**config.mk**
```make
export PLATFORM = sky130hd
export DESIGN_NAME = gb_run_ctrl
export DESIGN_NICKNAME = d
export VERILOG_FILES = /design/src/rtl/gb_ctrl_pkg.sv /design/src/rtl/gb_axil_wr.sv /design/src/rtl/gb_run_ctrl.sv
export SDC_FILE = /design/constraint.sdc
export NUM_CORES = 1
export LEC_CHECK = 0
export BUFFER_PORTS_ARGS = -buffer_cell sky130_fd_sc_hd__buf_2
export CAP_MARGIN = 10
export CORE_MARGIN = 5
export CORE_UTILIZATION = 24
export CTS_BUF_LIST = sky130_fd_sc_hd__clkbuf_2 sky130_fd_sc_hd__clkbuf_4 sky130_fd_sc_hd__clkbuf_8
export DETAILED_ROUTE_END_ITERATION = 6
export PLACE_DENSITY = 0.5
export SYNTH_ARGS = -nofsm -noshare
export SYNTH_HDL_FRONTEND = slang
export SYNTH_SLANG_ARGS = --single-unit
```
**constraint.sdc**
```tcl
create_clock -name clk -period 4.8 [get_ports clk]
set_input_delay 0 -clock clk [delete_from_list [all_inputs] [get_ports clk]]
set_output_delay 0 -clock clk [all_outputs]
set_load 0.02 [all_outputs]
```
**src/rtl/gb_ctrl_pkg.sv**
```systemverilog
// Shared types and constants for the frame run controller and its AXI-lite writer.
// Holds default frame sizes, core control-register values and FSM encodings.
package gb_ctrl_pkg;

    localparam int unsigned CNT_W       = 19;
    localparam int unsigned DEF_IN_PIX  = 316224;
    localparam int unsigned DEF_OUT_PIX = 307200;

    localparam logic [31:0] AP_START = 32'h1;
    localparam logic [1:0]  AXI_OKAY = 2'b00;

    typedef enum logic [2:0] {
        ST_IDLE,
        ST_CFG,
        ST_BWAIT,
        ST_RUN,
        ST_DONE
    } gb_state_e;

    typedef enum logic [1:0] {
        WR_IDLE,
        WR_ADDR,
        WR_RESP
    } wr_state_e;

    function automatic logic state_is_busy(input gb_state_e s);
        return !((s == ST_IDLE) || (s == ST_DONE));
    endfunction

endpackage

```
**src/rtl/gb_axil_wr.sv**
```systemverilog
// Single AXI-lite write: issues AW and W together, lets each drop on its own
// handshake, then waits for B and reports a one-cycle done pulse with the response.
module gb_axil_wr
    import gb_ctrl_pkg::*;
#(
    parameter logic [4:0]  ADDR = 5'h00,
    parameter logic [31:0] DATA = AP_START
) (
    input  logic        clk,
    input  logic        rst,
    input  logic        kick,
    output logic        awvalid,
    input  logic        awready,
    output logic [4:0]  awaddr,
    output logic        wvalid,
    input  logic        wready,
    output logic [31:0] wdata,
    input  logic        bvalid,
    output logic        bready,
    input  logic [1:0]  bresp,
    output logic        aw_w_done,
    output logic        wr_done,
    output logic [1:0]  wr_resp,
    output wr_state_e   dbg_state
);

    // valid/ready: a channel transfers on the rising edge where both are high;
    // a raised valid is held with stable payload until that edge.

    wr_state_e state_q, state_d;
    logic      aw_pend_q, aw_pend_d;
    logic      w_pend_q, w_pend_d;

    always_ff @(posedge clk or posedge rst) begin
        if (rst) begin
            state_q   <= WR_IDLE;
            aw_pend_q <= 1'b0;
            w_pend_q  <= 1'b0;
        end else begin
            state_q   <= state_d;
            aw_pend_q <= aw_pend_d;
            w_pend_q  <= w_pend_d;
        end
    end

    always_comb begin
        state_d   = state_q;
        aw_pend_d = aw_pend_q;
        w_pend_d  = w_pend_q;
        aw_w_done = 1'b0;
        wr_done   = 1'b0;
        case (state_q)
            WR_IDLE: begin
                if (kick) begin
                    state_d   = WR_ADDR;
                    aw_pend_d = 1'b1;
                    w_pend_d  = 1'b1;
                end
            end
            WR_ADDR: begin
                // Each channel retires independently; leave once neither is outstanding.
                if (awready) aw_pend_d = 1'b0;
                if (wready)  w_pend_d  = 1'b0;
                if (!aw_pend_d && !w_pend_d) begin
                    state_d   = WR_RESP;
                    aw_w_done = 1'b1;
                end
            end
            WR_RESP: begin
                if (bvalid) begin
                    state_d = WR_IDLE;
                    wr_done = 1'b1;
                end
            end
            default: state_d = WR_IDLE;
        endcase
    end

    assign awvalid   = aw_pend_q;
    assign wvalid    = w_pend_q;
    assign bready    = (state_q == WR_RESP);
    assign awaddr    = ADDR;
    assign wdata     = DATA;
    assign wr_resp   = wr_done ? bresp : AXI_OKAY;
    assign dbg_state = state_q;

endmodule

```
**src/rtl/gb_run_ctrl.sv**
```systemverilog
// Frame run controller: starts the HLS core over AXI-lite, gates the input pixel
// stream for exactly one frame, and audits the core's output TLAST placement.
module gb_run_ctrl
    import gb_ctrl_pkg::*;
#(
    parameter int unsigned IN_PIX    = DEF_IN_PIX,
    parameter int unsigned OUT_PIX   = DEF_OUT_PIX,
    parameter logic [4:0]  CTRL_ADDR = 5'h00
) (
    input  logic        clk,
    input  logic        rst,
    input  logic        start,
    output logic        busy,
    output logic        done,
    output logic        err,
    input  logic [7:0]  src_tdata,
    input  logic        src_tvalid,
    output logic        src_tready,
    output logic [7:0]  core_in_tdata,
    output logic        core_in_tvalid,
    input  logic        core_in_tready,
    output logic        core_in_tlast,
    input  logic        core_out_tvalid,
    input  logic        core_out_tready,
    input  logic        core_out_tlast,
    output logic        awvalid,
    input  logic        awready,
    output logic [4:0]  awaddr,
    output logic        wvalid,
    input  logic        wready,
    output logic [31:0] wdata,
    input  logic        bvalid,
    output logic        bready,
    input  logic [1:0]  bresp,
    output gb_state_e   dbg_state,
    output wr_state_e   dbg_wr_state
);

    localparam logic [CNT_W-1:0] IN_MAX   = CNT_W'(IN_PIX);
    localparam logic [CNT_W-1:0] IN_LAST  = CNT_W'(IN_PIX - 1);
    localparam logic [CNT_W-1:0] OUT_MAX  = CNT_W'(OUT_PIX);
    localparam logic [CNT_W-1:0] OUT_LAST = CNT_W'(OUT_PIX - 1);

    gb_state_e        state_q, state_d;
    logic [CNT_W-1:0] in_cnt_q, in_cnt_d;
    logic [CNT_W-1:0] out_cnt_q, out_cnt_d;
    logic             err_q, err_d;
    logic             kick;
    logic             aw_w_done;
    logic             wr_done;
    logic [1:0]       wr_resp;
    logic             run;
    logic             in_open;
    logic             in_fire;
    logic             out_fire;

    gb_axil_wr #(
        .ADDR (CTRL_ADDR),
        .DATA (AP_START)
    ) u_axil_wr (
        .clk       (clk),
        .rst       (rst),
        .kick      (kick),
        .awvalid   (awvalid),
        .awready   (awready),
        .awaddr    (awaddr),
        .wvalid    (wvalid),
        .wready    (wready),
        .wdata     (wdata),
        .bvalid    (bvalid),
        .bready    (bready),
        .bresp     (bresp),
        .aw_w_done (aw_w_done),
        .wr_done   (wr_done),
        .wr_resp   (wr_resp),
        .dbg_state (dbg_wr_state)
    );

    // Input path is a pure pass-through while the frame still wants pixels.
    assign run            = (state_q == ST_RUN);
    assign in_open        = (in_cnt_q < IN_MAX);
    assign core_in_tdata  = src_tdata;
    assign core_in_tvalid = run && in_open && src_tvalid;
    assign src_tready     = run && in_open && core_in_tready;
    assign core_in_tlast  = core_in_tvalid && (in_cnt_q == IN_LAST);
    assign in_fire        = core_in_tvalid && core_in_tready;
    assign out_fire       = run && core_out_tvalid && core_out_tready;

    always_ff @(posedge clk or posedge rst) begin
        if (rst) begin
            state_q   <= ST_IDLE;
            in_cnt_q  <= '0;
            out_cnt_q <= '0;
            err_q     <= 1'b0;
        end else begin
            state_q   <= state_d;
            in_cnt_q  <= in_cnt_d;
            out_cnt_q <= out_cnt_d;
            err_q     <= err_d;
        end
    end

    always_comb begin
        state_d   = state_q;
        in_cnt_d  = in_cnt_q;
        out_cnt_d = out_cnt_q;
        err_d     = err_q;
        kick      = 1'b0;
        case (state_q)
            ST_IDLE, ST_DONE: begin
                if (start) begin
                    state_d   = ST_CFG;
                    in_cnt_d  = '0;
                    out_cnt_d = '0;
                    err_d     = 1'b0;
                    kick      = 1'b1;
                end
            end
            ST_CFG: begin
                if (aw_w_done) state_d = ST_BWAIT;
            end
            ST_BWAIT: begin
                if (wr_done) begin
                    if (wr_resp != AXI_OKAY) begin
                        err_d   = 1'b1;
                        state_d = ST_DONE;
                    end else begin
                        state_d = ST_RUN;
                    end
                end
            end
            ST_RUN: begin
                if (in_fire) in_cnt_d = in_cnt_q + CNT_W'(1);
                if (out_fire) begin
                    if (out_cnt_q < OUT_MAX) out_cnt_d = out_cnt_q + CNT_W'(1);
                    // Once saturated the index never equals OUT_LAST, so extra TLASTs flag too.
                    if (core_out_tlast != (out_cnt_q == OUT_LAST)) err_d = 1'b1;
                end
                if ((in_cnt_q == IN_MAX) && (out_cnt_q == OUT_MAX)) state_d = ST_DONE;
            end
            default: state_d = ST_IDLE;
        endcase
    end

    assign busy      = state_is_busy(state_q);
    assign done      = (state_q == ST_DONE);
    assign err       = err_q;
    assign dbg_state = state_q;

endmodule

```
# After elaboration in Yosys (flattened, before gate mapping)
# Cells that the tools add are included.
dict set report classes {
  add_sub_neg 2
  magnitude_cmp 2
  eq_ne 23
  mux 36
  reduce_logical 26
}
# operator count
set op_table {}
lappend op_table {{$eq A19 B19 Y1 const B} 4}
lappend op_table {{$mux W19} 4}
lappend op_table {{$pmux W19 S2} 2}
lappend op_table {{$add A19 B1 Y19 const B} 2}
lappend op_table {{$lt A19 B19 Y1 const B} 2}
lappend op_table {{$mux W1} 16}
lappend op_table {{$mux W3} 5}
lappend op_table {{$ne A2 B1 Y1 const B} 7}
lappend op_table {{$pmux W3 S4} 1}
lappend op_table {{$ne A2 B2 Y1 const B} 5}
lappend op_table {{$logic_and A1 B1 Y1} 9}
lappend op_table {{$mux W2} 4}
lappend op_table {{$reduce_and A4 Y1} 2}
lappend op_table {{$eq A3 B2 Y1 const B} 2}
lappend op_table {{$pmux W2 S3} 1}
lappend op_table {{$reduce_and A3 Y1} 2}
lappend op_table {{$reduce_and A6 Y1} 1}
lappend op_table {{$reduce_bool A2 Y1} 3}
lappend op_table {{$pmux W1 S2} 2}
lappend op_table {{$eq A3 B1 Y1 const B} 1}
lappend op_table {{$eq A3 B3 Y1 const B} 1}
lappend op_table {{$logic_not A1 Y1} 3}
lappend op_table {{$logic_not A3 Y1} 1}
lappend op_table {{$pmux W1 S3} 1}
lappend op_table {{other kinds (8)} 8}
dict set report totals {
  regBits 46
  in_bits 21
}

# Depth between registers and ports, before layout
# Gate-level depths: netlist of run 1.
dict set report depth {
  ltp_word 8
  ltp_mapped 8
  ltp_nobuf 7
}

# Hierarchy
# From an unflattened synthesis of run 1, not the netlist that was laid out.
dict set report unflattened {
  cells_unflattened 380
  hier_area_um2 3224.3
}
# module n_inst cells_each area_each_um2
set by_module_without_submodules {}
lappend by_module_without_submodules {gb_run_ctrl 1 315 2717.6}
lappend by_module_without_submodules {gb_axil_wr 1 65 506.7}

# Worst setup path before layout of run 1
# No wires, ideal clock.
dict set report synth_timing {
  path_type {register to register}
  startpoint {register state_q[0] (netlist: dbg_state[0])}
  endpoint {register out_cnt_q[17]}
  setup_ps 78
  arrival_time_ps 1826
  t_required_ps 4722
  path_slack_ps 2896
  stages_incl_launch_ff 7
  n_path_buf 1
  period_less_slack_ps 1904
  cell_sequence {dfrtp_1 -> buf_2 -> or3b_4 -> o311ai_2 -> nand3_1 -> or4_1 -> a21oi_1}
}
dict set report synth_via {
  elab_chain_len 5
  word_cells_on_any_way 12
  classes_between {eq/ne: 5; mux: 1; reduce/logical: 6}
}
# element line_no
set synth_rtl {}
lappend synth_rtl {{start, declared} gb_run_ctrl.sv:44} ;# gb_state_e state_q, state_d;
lappend synth_rtl {{start signal, assigned} gb_run_ctrl.sv:96} ;# state_q <= state_d;
lappend synth_rtl {{$eq A3 B2 Y1} {gb_run_ctrl.sv:80, gb_run_ctrl.sv:109}}
lappend synth_rtl {{$logic_and A1 B1 Y1 (2 in a row)} gb_run_ctrl.sv:87} ;# assign out_fire = run && core_out_tvalid && core_out_tready;
lappend synth_rtl {{$ne A2 B1 Y1 (no source line)} -}
lappend synth_rtl {{$reduce_and A4 Y1 (no source line)} -}
lappend synth_rtl {{end signal, assigned} gb_run_ctrl.sv:98} ;# out_cnt_q <= out_cnt_d;
lappend synth_rtl {{end, declared} gb_run_ctrl.sv:46} ;# logic [CNT_W-1:0] out_cnt_q, out_cnt_d;
# Several ways; a longest one is shown, not always the timed one.
# A chain may end at the register's enable or synchronous reset.

# Worst setup path after layout of run 1
# Ends and elaborated chain as after synthesis.

==> metrics.txt, run 1 <==
nature of the critical path startpoint=flop; Syn Area/Cell=8.513 um^2; Setup Viol. Count Final=0; register area share after synthesis=36.84%; Post-Route WL=7.241 mm; Cells after Synth=367; Tcrit/Tclk final=59.11%; DRC viols=0; final slew viol count=0; unrepaired setup endpoints after global routing=no; Max Buffers Root-to-Sink=2; First DRT Iteration DRCs=146; endpoints failing hold=0; post-synthesis register bit count=46; Hold Path Class=in2out; synth warn=0; slowest CP cell=o21ai_1; Buf/Inv on CP=0; worst-path fanout max=11; insertion delay to the later sink of the worst-skew pair=0.31 ns; HP Start=src_tdata[5]; CTS resizes=0; Worst Setup Path Type=reg2reg; gr usage total=9.257%; wire per inst=13.14 um; adder-cell share of the synthesized area=1.602%; Post-DRT Antenna Nets=0; HPWL after detailed placement=5.282 mm; worst ir drop on vdd=0.0002006 V; type of destination of the critical path=flop; grt total ovfl=0; skew final=0.01280 ns; post-synthesis xor/xnor area fraction=2.803%; IO Port Bufs=26; vias per cell=4.557; main combinational cell family by area after synthesis=simple AND/OR/NAND/NOR gates; largest net degree at the start of global routing=47; Die Y=124.1 um; DR vias=2511; Critical Path RT=5.02 ns; R2R Path Start=dbg_state[0]; asr flop ratio synth=100.0%; fillers=1381; layout net count=403; CTS tree=yes; clock root buffer=clkbuf_8; vias in the first global route=2342; number of max-cap violations=0; CTS Buf Count=5; Final Util=26.50%; Clock Pin Slew Worst Setup and Hold Paths=0.09 ns; Levels on crit path=5; hold path depth=0; worst r2r path cells=5; H-tree level count=2; slowest cell delay on critical path=0.67 ns; number of library cell types mapped by synthesis=57; first-pass GRT wire length=11.58 mm; Post-synth EDFFs=0; Main synth FF type=dfrtp_1; Post-CTS Hold Buffers=4; Setup Fix Bufs, Post-CTS=0; Compound-Gate Fraction of Synth Area=16.30%; Critical Path Source=dbg_state[0]; pwr dens=367.3 nW/um^2; die area=15400 um^2; GP Congestion=0.7964; Initial Utilization=24.66%; cells along the critical path=nand3b_1, o21ai_1, nand3_1, or4_1, a21oi_1; die width=124.1 um; Fin Setup TNS=0 ns; num ports=80; Max Freq=352.5 MHz; Leak=1.468 nW; minimum clock period=2.837 ns; hold slack=0.00003502 ns; post-synthesis mux area share=0.3204%; Post-Syn Area=3124 um^2; initial antenna violation count=0; Core Footprint=12670 um^2; crit path DAT=3.06 ns; clk sinks=46; Least-Margin Pin Slew=1.007 ns; Slew headroom=32.80%; status=complete, no violations; Layout area overhead=7.489%; post-synthesis simple-gate area fraction=26.11%; # diodes=0; first-pass iteration count of the detailed router=4; row count=41; fraction of layout cells with a size suffix above 1=12.66%; cell family with most CP delay=simple AND/OR/NAND/NOR gates
==> stage by stage <==
step / power, mW / cell area, um^2 / instances / setup WS, ns
after floorplan: 0.8069 / 3256 / 402 / 2.896
after global placement: 0.8683 / 3176 / 539 / 2.105
after detailed placement: 0.8724 / 3176 / 539 / 1.994
after CTS: 1.243 / 3358 / 551 / 1.974
after global routing: 1.312 / 3358 / 551 / 1.680
final: 1.234 / 3358 / 551 / 1.963
==> cell usage after synthesis (4+ instances only) <==
library cell,number,area share [%]
nand3_1,20,3.2
nand4_1,10,2.0
nor3_1,5,0.80
a21oi_1,16,2.6
xor2_1,7,2.0
ha_1,4,1.6
dfrtp_1,46,37
and2_1,7,1.4
a21o_1,4,0.96
nand2_1,28,3.4
nand3b_1,4,0.96
o21ai_0,27,4.3
and3_1,4,0.80
nor2_1,29,3.5
inv_1,18,2.2
or3_1,9,1.8
buf_2,8,1.3
o31ai_1,5,1.2
buf_4,47,11
==> routing by layer <==
layer / vias up / routed length, um / global-route usage (%)
li1: 1236 / - / -
met1: 1214 / 3531 / 13.54
met2: 52 / 3255 / 13.72
met3: 9 / 389 / 2.589
met4: 0 / 64 / 1.643
met5: - / 0 / 0
==> final cells by class <==
type                       instances  area (um^2)  area share, %
timing repair buffer              30        170.2          5.067
sequential                        46         1151          34.28
multi-input combinational        277         1612          47.99
clock buffer                       6        82.58          2.459
clock inverter                     2        60.06          1.788
tap                              172        215.2          6.408
inverter                          18        67.56          2.012
==> kinds of logic (layout without fill, tap and decap cells) <==
logic type      after synthesis  count (layout)
other cells                   2              37
fa+ha+maj                     4               4
xor+xnor                     10              10
buf+inv                      79              56
mux                           1               1
flops                        46              46
simple gates                145             145
compound gates               80              80
==> path summary, 6_finish.rpt <==
check                           slack [ns]                to
worst max-delay path                  1.96     out_cnt_q[17]
max in group asynchronous             3.71      out_cnt_q[2]
worst min register to register        0.55      out_cnt_q[1]
worst max register to register        1.96     out_cnt_q[17]
min in group asynchronous             0.47      in_cnt_q[18]
worst min-delay path               0.00004  core_in_tdata[5]
==> state kept, by name (all words and copies together), names as in the netlist <==
name / flops
dbg_state: 3
err: 1
in_cnt_q: 19
out_cnt_q: 19
u_axil_wr.awvalid: 1
u_axil_wr.dbg_state: 2
u_axil_wr.wvalid: 1
==> power by group <==
group | leakage (nW) | total, mW | internal (mW) | switching [mW]
logic | 0.771 | 0.368 | 0.119 | 0.249
clock network | 0.0714 | 0.365 | 0.222 | 0.143
registers | 0.626 | 0.500 | 0.431 | 0.0696
total | 1.47 | 1.23 | 0.772 | 0.461
==> placed cells by master (no fill, tap or decap), types with 4 or more instances in the layout <==
cell            n
dfrtp_1        46
conb_1         37
inv_1          17
nand3_1        20
nor2_1         29
nand4_1        10
and3_1          4
o31ai_1         5
a21oi_1        16
xor2_1          7
nand2_1        28
dlygate4sd3_1   4
o21ai_0        27
a21o_1          4
nor3_1          5
or3_1           9
and2_1          7
buf_2          26
clkbuf_8        6
nand3b_1        4
ha_1            4
No activity file was read; power rests on OpenSTA's default activity.
==> run 2: changes to the inputs <==
Settings changed: PLACE_DENSITY 0.5 to 0.52.
Clock period 4.8 ns to 2.4 ns, I/O delays scaled along.
==> metrics.txt, run 2 (synthesis gave the netlist of run 1 again) <==
status=complete, no violations; num ports=80 (unchanged); row count=41 (unchanged); Worst Setup Path Type=reg2out; Die Y=124.1 um (unchanged); Hold Path Class=in2out; Layout area overhead=9.051%; nature of the critical path startpoint=flop; Least-Margin Pin Slew=0.5809 ns (-0.4257 ns); DR vias=2566 (+2.2%); Logic pwr share=34.6% (+4.8 points); First DRT Iteration DRCs=183 (+25%); GP Congestion=0.8311 (+4.4%); Max Freq=435.7 MHz; IO Port Bufs=26 (unchanged); Seq pwr share=40.8% (+0.2 points); Psw=0.9414 mW (+100%); final instance area=3407 um^2 (+1.5%); Tcrit/Tclk final=95.62%; fillers=1370 (-0.80%); endpoints failing hold=0 (unchanged); fraction of layout cells with a size suffix above 1=15.13% (+2.5 points); die area=15400 um^2 (unchanged); Post-Route WL=7.426 mm (+2.6%); skew final=0.004989 ns (-0.007815 ns); gr usage total=9.589% (+0.33 points); insertion delay to the later sink of the worst-skew pair=0.31 ns (about the same); wire per inst=13.21 um (+0.55%); HPWL after detailed placement=5.544 mm (+5.0%); vias in the first global route=2423 (+3.5%); Setup Viol. Count Final=0 (unchanged); Core Footprint=12670 um^2 (unchanged); type of destination of the critical path=primary output; Initial Utilization=24.66% (unchanged); crit path DAT=2.29 ns (-0.77 ns); Clock Pin Slew Worst Setup and Hold Paths=0.09 ns (about the same); minimum clock period=2.295 ns; CTS resizes=0 (unchanged); Leak=1.506 nW (+2.6%); worst ir drop on vdd=0.0003069 V (+53%); Max Buffers Root-to-Sink=2 (unchanged); DRC viols=0 (unchanged); clock root buffer=clkbuf_8; final slew viol count=0 (unchanged); Critical Path RT=2.40 ns (-2.62 ns); Fin Setup TNS=0 ns (unchanged); CTS Buf Count=5 (unchanged); die width=124.1 um (unchanged); largest net degree at the start of global routing=27 (-43%); layout net count=414 (+2.7%); first-pass iteration count of the detailed router=4 (unchanged); Post-DRT Antenna Nets=0 (unchanged); Internal=1.463 mW (+89%); worst-path fanout max=11 (unchanged); grt total ovfl=0 (unchanged); Sw Share=39.16% (+1.8 points); vias per cell=4.566 (+0.19%); # diodes=0 (unchanged); H-tree level count=2 (unchanged); most frequent cells in the layout=46 x dfrtp_1, 37 x conb_1, 29 x nor2_1, 28 x nand2_1, 27 x o21ai_0; number of max-cap violations=0 (unchanged); Clk pwr share=24.6% (-5.0 points); pwr dens=705.6 nW/um^2 (+92%); most common cell after layout, fill and taps aside=dfrtp_1; CTS tree=yes; post-placement cell area=3258 um^2 (+2.6%); initial antenna violation count=0 (unchanged); first-pass GRT wire length=11.92 mm (+3.0%); Slew headroom=61.22% (+28 points); clk sinks=46 (unchanged); unrepaired setup endpoints after global routing=no
run 2: layer usage:
metal	GRT usage (%)	up-vias	wire length (um)	share of wire (%)
li1	-	1261	-	-
met1	13.21	1230	3627	49
met2	15.24	65	3383	46
met3	2.452	10	364	4.9
met4	1.985	0	49	0.66
met5	0	-	0	0
run 2: per-stage QoR:
stage / total power, mW / hold WS (ns) / worst slack, ns / std cells / utilization (%)
floorplan: 1.614 / 0.1077 / 0.4956 / 402 / -
global placement: 1.819 / 0.0001367 / 0.4347 / 550 / 25.71
detailed placement: 1.825 / 0.0001367 / 0.4109 / 550 / 25.71
CTS: 2.439 / 0.0001367 / 0.1071 / 562 / 26.89
global route: 2.575 / 0.00005285 / 0.04542 / 562 / 26.89
finish: 2.404 / 0.000008846 / 0.1050 / 562 / 26.89
run 2: path summary, 6_finish.rpt:
kind	depth (start not counted)	to	slack, ns	from
worst max-delay path	4	core_in_tlast	0.11	in_cnt_q[7]
worst min-delay path	0	core_in_tdata[7]	0.000009	src_tdata[7]
worst max register to register	5	dbg_state[0]	0.39	in_cnt_q[7]
worst min register to register	2	out_cnt_q[1]	0.55	out_cnt_q[1]
max in group asynchronous	4	out_cnt_q[2]	1.38	rst
min in group asynchronous	3	dbg_state[1]	0.29	rst
run 2: area by class of cell:
| type | count | area [um^2] | area share (%) |
|---|---|---|---|
| clock inverter | 3 | 40.04 | 1.175 |
| multi-input combinational | 277 | 1612 | 47.30 |
| tap | 172 | 215.2 | 6.317 |
| inverter | 18 | 67.56 | 1.983 |
| sequential | 46 | 1151 | 33.79 |
| timing repair buffer | 41 | 252.7 | 7.418 |
| clock buffer | 5 | 68.82 | 2.020 |
run 2: power by group through the flow:
| stage | combinational [mW] | sequential [mW] | clock, mW |
|---|---|---|---|
| floorplan | 0.602 | 1.01 | 0 |
| global placement | 0.826 | 0.992 | 0 |
| detailed placement | 0.830 | 0.995 | 0 |
| CTS | 0.838 | 0.980 | 0.621 |
| global route | 0.926 | 1.00 | 0.648 |
| finish | 0.833 | 0.981 | 0.590 |
run 2: critical path: stages, from the launching register on:
cell and delay [ns]:
dfrtp_1 0.50, or4_1 0.54, or4_4 0.46, and4bb_2 0.31, buf_2 0.17
run 2: timing repair:
item                                    4_1_cts  5_1_grt
hold buffers                                  4        0
endpoints found under the setup margin        0        0
setup buffers                                 0        0
endpoints found under the hold margin        28        0
==> run 3: changes to the inputs <==
Settings changed: ABC_AREA set to 1, PLACE_DENSITY 0.52 to 0.51.
==> metrics.txt, run 3 <==
insertion delay to the later sink of the worst-skew pair=0.32 ns (about the same); first-pass iteration count of the detailed router=4 (unchanged); initial antenna violation count=0 (unchanged); Fin Setup TNS=0 ns (unchanged); Slew headroom=58.00% (-3.2 points); grt total ovfl=0 (unchanged); layout net count=582 (+41%); CTS Buf Count=5 (unchanged); synth warn=0 (unchanged); post-placement cell area=3720 um^2 (+14%); Core Footprint=14640 um^2 (+16%); Max Buffers Root-to-Sink=2 (unchanged); type of destination of the critical path=primary output; total power=2.683 mW (+12%); skew final=0.007885 ns (+0.002896 ns); cells along the critical path=ha_1, nand2_1, nor2_1, nand2_1, nor3_1, buf_2; crit path DAT=1.90 ns (-0.39 ns); slowest cell delay on critical path=0.43 ns (-0.11 ns); DR vias=3122 (+22%); Max Freq=525.0 MHz (+20%); Clock Pin Slew Worst Setup and Hold Paths=0.10 ns (about the same); slowest CP cell=dfrtp_1; Tcrit/Tclk final=79.36% (-16 points); Post-Route WL=8.938 mm (+20%); # diodes=0 (unchanged); Setup Viol. Count Final=0 (unchanged); dominant cells by area after synthesis=dfrtp_1 32%, nand2_1 15%, buf_4 9.6%; cell family with most CP delay=simple AND/OR/NAND/NOR gates; H-tree level count=2 (unchanged); HPWL after detailed placement=7.006 mm (+26%); first-pass GRT wire length=15.19 mm (+27%); minimum clock period=1.905 ns (-0.3903 ns); Least-Margin Pin Slew=0.6292 ns (+0.04837 ns); Hold Path Class=in2out; number of library cell types mapped by synthesis=35 (-39%); die area=17590 um^2 (+14%); Final Util=26.26% (-0.63 points); most common cell after layout, fill and taps aside=nand2_1; clock root buffer=clkbuf_8; most frequent cells in the layout=145 x nand2_1, 73 x nor2_1, 56 x inv_1, 54 x nand3_1, 46 x dfrtp_1; fillers=1645 (+20%); IO Port Bufs=26 (unchanged); pwr dens=697.7 nW/um^2 (-1.1%); Main synth FF type=dfrtp_1; Synth top cells by count=145 x nand2_1, 73 x nor2_1, 57 x inv_1; worst-path fanout max=6 (-5); CTS resizes=0 (unchanged); Layout area overhead=6.553%; Buf/Inv on CP=1 (unchanged); Critical Path RT=2.40 ns (about the same); most numerous cell in the Yosys netlist=nand2_1; wire per inst=12.05 um (-8.8%); final slew viol count=0 (unchanged); First DRT Iteration DRCs=169 (-7.7%); fraction of layout cells with a size suffix above 1=10.93% (-4.2 points); number of max-cap violations=0 (unchanged); status=complete, no violations; endpoints failing hold=0 (unchanged); num ports=80 (unchanged); Post-Syn Area=3608 um^2 (+15%); vias in the first global route=3019 (+25%); Syn Area/Cell=6.720 um^2 (-21%); unrepaired setup endpoints after global routing=no; cell mode on critical path=nand2_1; dominant cell type by area after synthesis=dfrtp_1; Leak=1.908 nW (+27%); Die Y=132.6 um (+6.9%); top-area cell type share of the netlist area=31.90% (-4.9 points); die width=132.6 um (+6.9%); clk sinks=46 (unchanged); vias per cell=4.208 (-7.8%); Post-DRT Antenna Nets=0 (unchanged); worst ir drop on vdd=0.0004437 V (+45%); Cells after Synth=537 (+46%); Post-synth EDFFs=0 (unchanged); GP Congestion=0.7993 (-3.8%); CTS tree=yes; hold slack=0.000008814 ns (-0.00000003119 ns); DRC viols=0 (unchanged); row count=44 (+7.3%); Initial Utilization=24.64% (about the same); nature of the critical path startpoint=flop; register area share after synthesis=31.90% (-4.9 points); Worst Setup Path Type=reg2out; final instance area=3845 um^2 (+13%); post-synthesis register bit count=46 (unchanged); asr flop ratio synth=100.0% (unchanged); gr usage total=10.40% (+0.81 points); largest net degree at the start of global routing=23 (-15%)
==> run 3: changes by cell type after synthesis, moves of 7 or more <==
cell / delta
a21oi_1: -9
and2_1: -7
inv_1: +39
nand2_1: +117
nand3_1: +34
nand4_1: +11
nor2_1: +44
o21ai_0: -7
or3_1: -9
==> run 3: cell families after synthesis <==
kind of cell | share of synthesized area, %
flip-flops | 31.90
XOR/XNOR | 3.155
adder cells (fa/ha/maj) | 1.387
AND/OR/NAND/NOR | 39.88
buffers and inverters | 18.24
AO/OA/AOI/OAI | 5.236
other | 0.2081
==> run 3: power by group <==
part	leakage [nW]	switching (mW)	internal [mW]
sequential	0.627	0.0901	0.869
clock	0.0472	0.313	0.233
combinational	1.23	0.842	0.336
total	1.91	1.24	1.44
==> run 3: repair_timing <==
action,4_1_cts,5_1_grt
hold endpoints to repair,19,0
endpoints found under the setup margin,0,0
hold buffers,3,0
buffers inserted,0,0
==> run 3: final timing paths <==
kind	slack, ns	endpoint	depth (start not counted)	startpoint
max	0.50	core_in_tlast	6	in_cnt_q[0]
min	0.000009	core_in_tdata[5]	0	src_tdata[5]
max in group asynchronous	1.61	out_cnt_q[4]	4	rst
max reg2reg	0.50	in_cnt_q[16]	9	dbg_state[2]
min reg2reg	0.49	err	2	err
min in group asynchronous	0.21	in_cnt_q[3]	3	rst
==> run 3: area by class of cell <==
cell class | count | area (um^2) | area share (%)
clock buffers | 6 | 82.58 | 2.148
clock inverters | 2 | 12.51 | 0.3254
inverters | 60 | 225.2 | 5.857
multi-input cells | 408 | 1931 | 50.21
flip-flops and latches | 46 | 1151 | 29.94
well taps | 184 | 230.2 | 5.988
repair buffers | 36 | 212.7 | 5.532
==> run 3: routing by layer <==
layer	vias to the layer above	routed length (um)	GRT usage, %
li1	1659	-	-
met1	1414	4462	14.45
met2	42	4043	16.42
met3	7	340	2.316
met4	0	91	2.598
met5	-	0	0
==> run 3: per-stage QoR <==
| step | setup slack [ns] | std cells |
|---|---|---|
| finish | 0.4953 | 742 |
| global route | 0.2722 | 742 |
| CTS | 0.4569 | 742 |
| detailed placement | 0.5101 | 731 |
| global placement | 0.5126 | 731 |
| floorplan | 0.6772 | 572 |
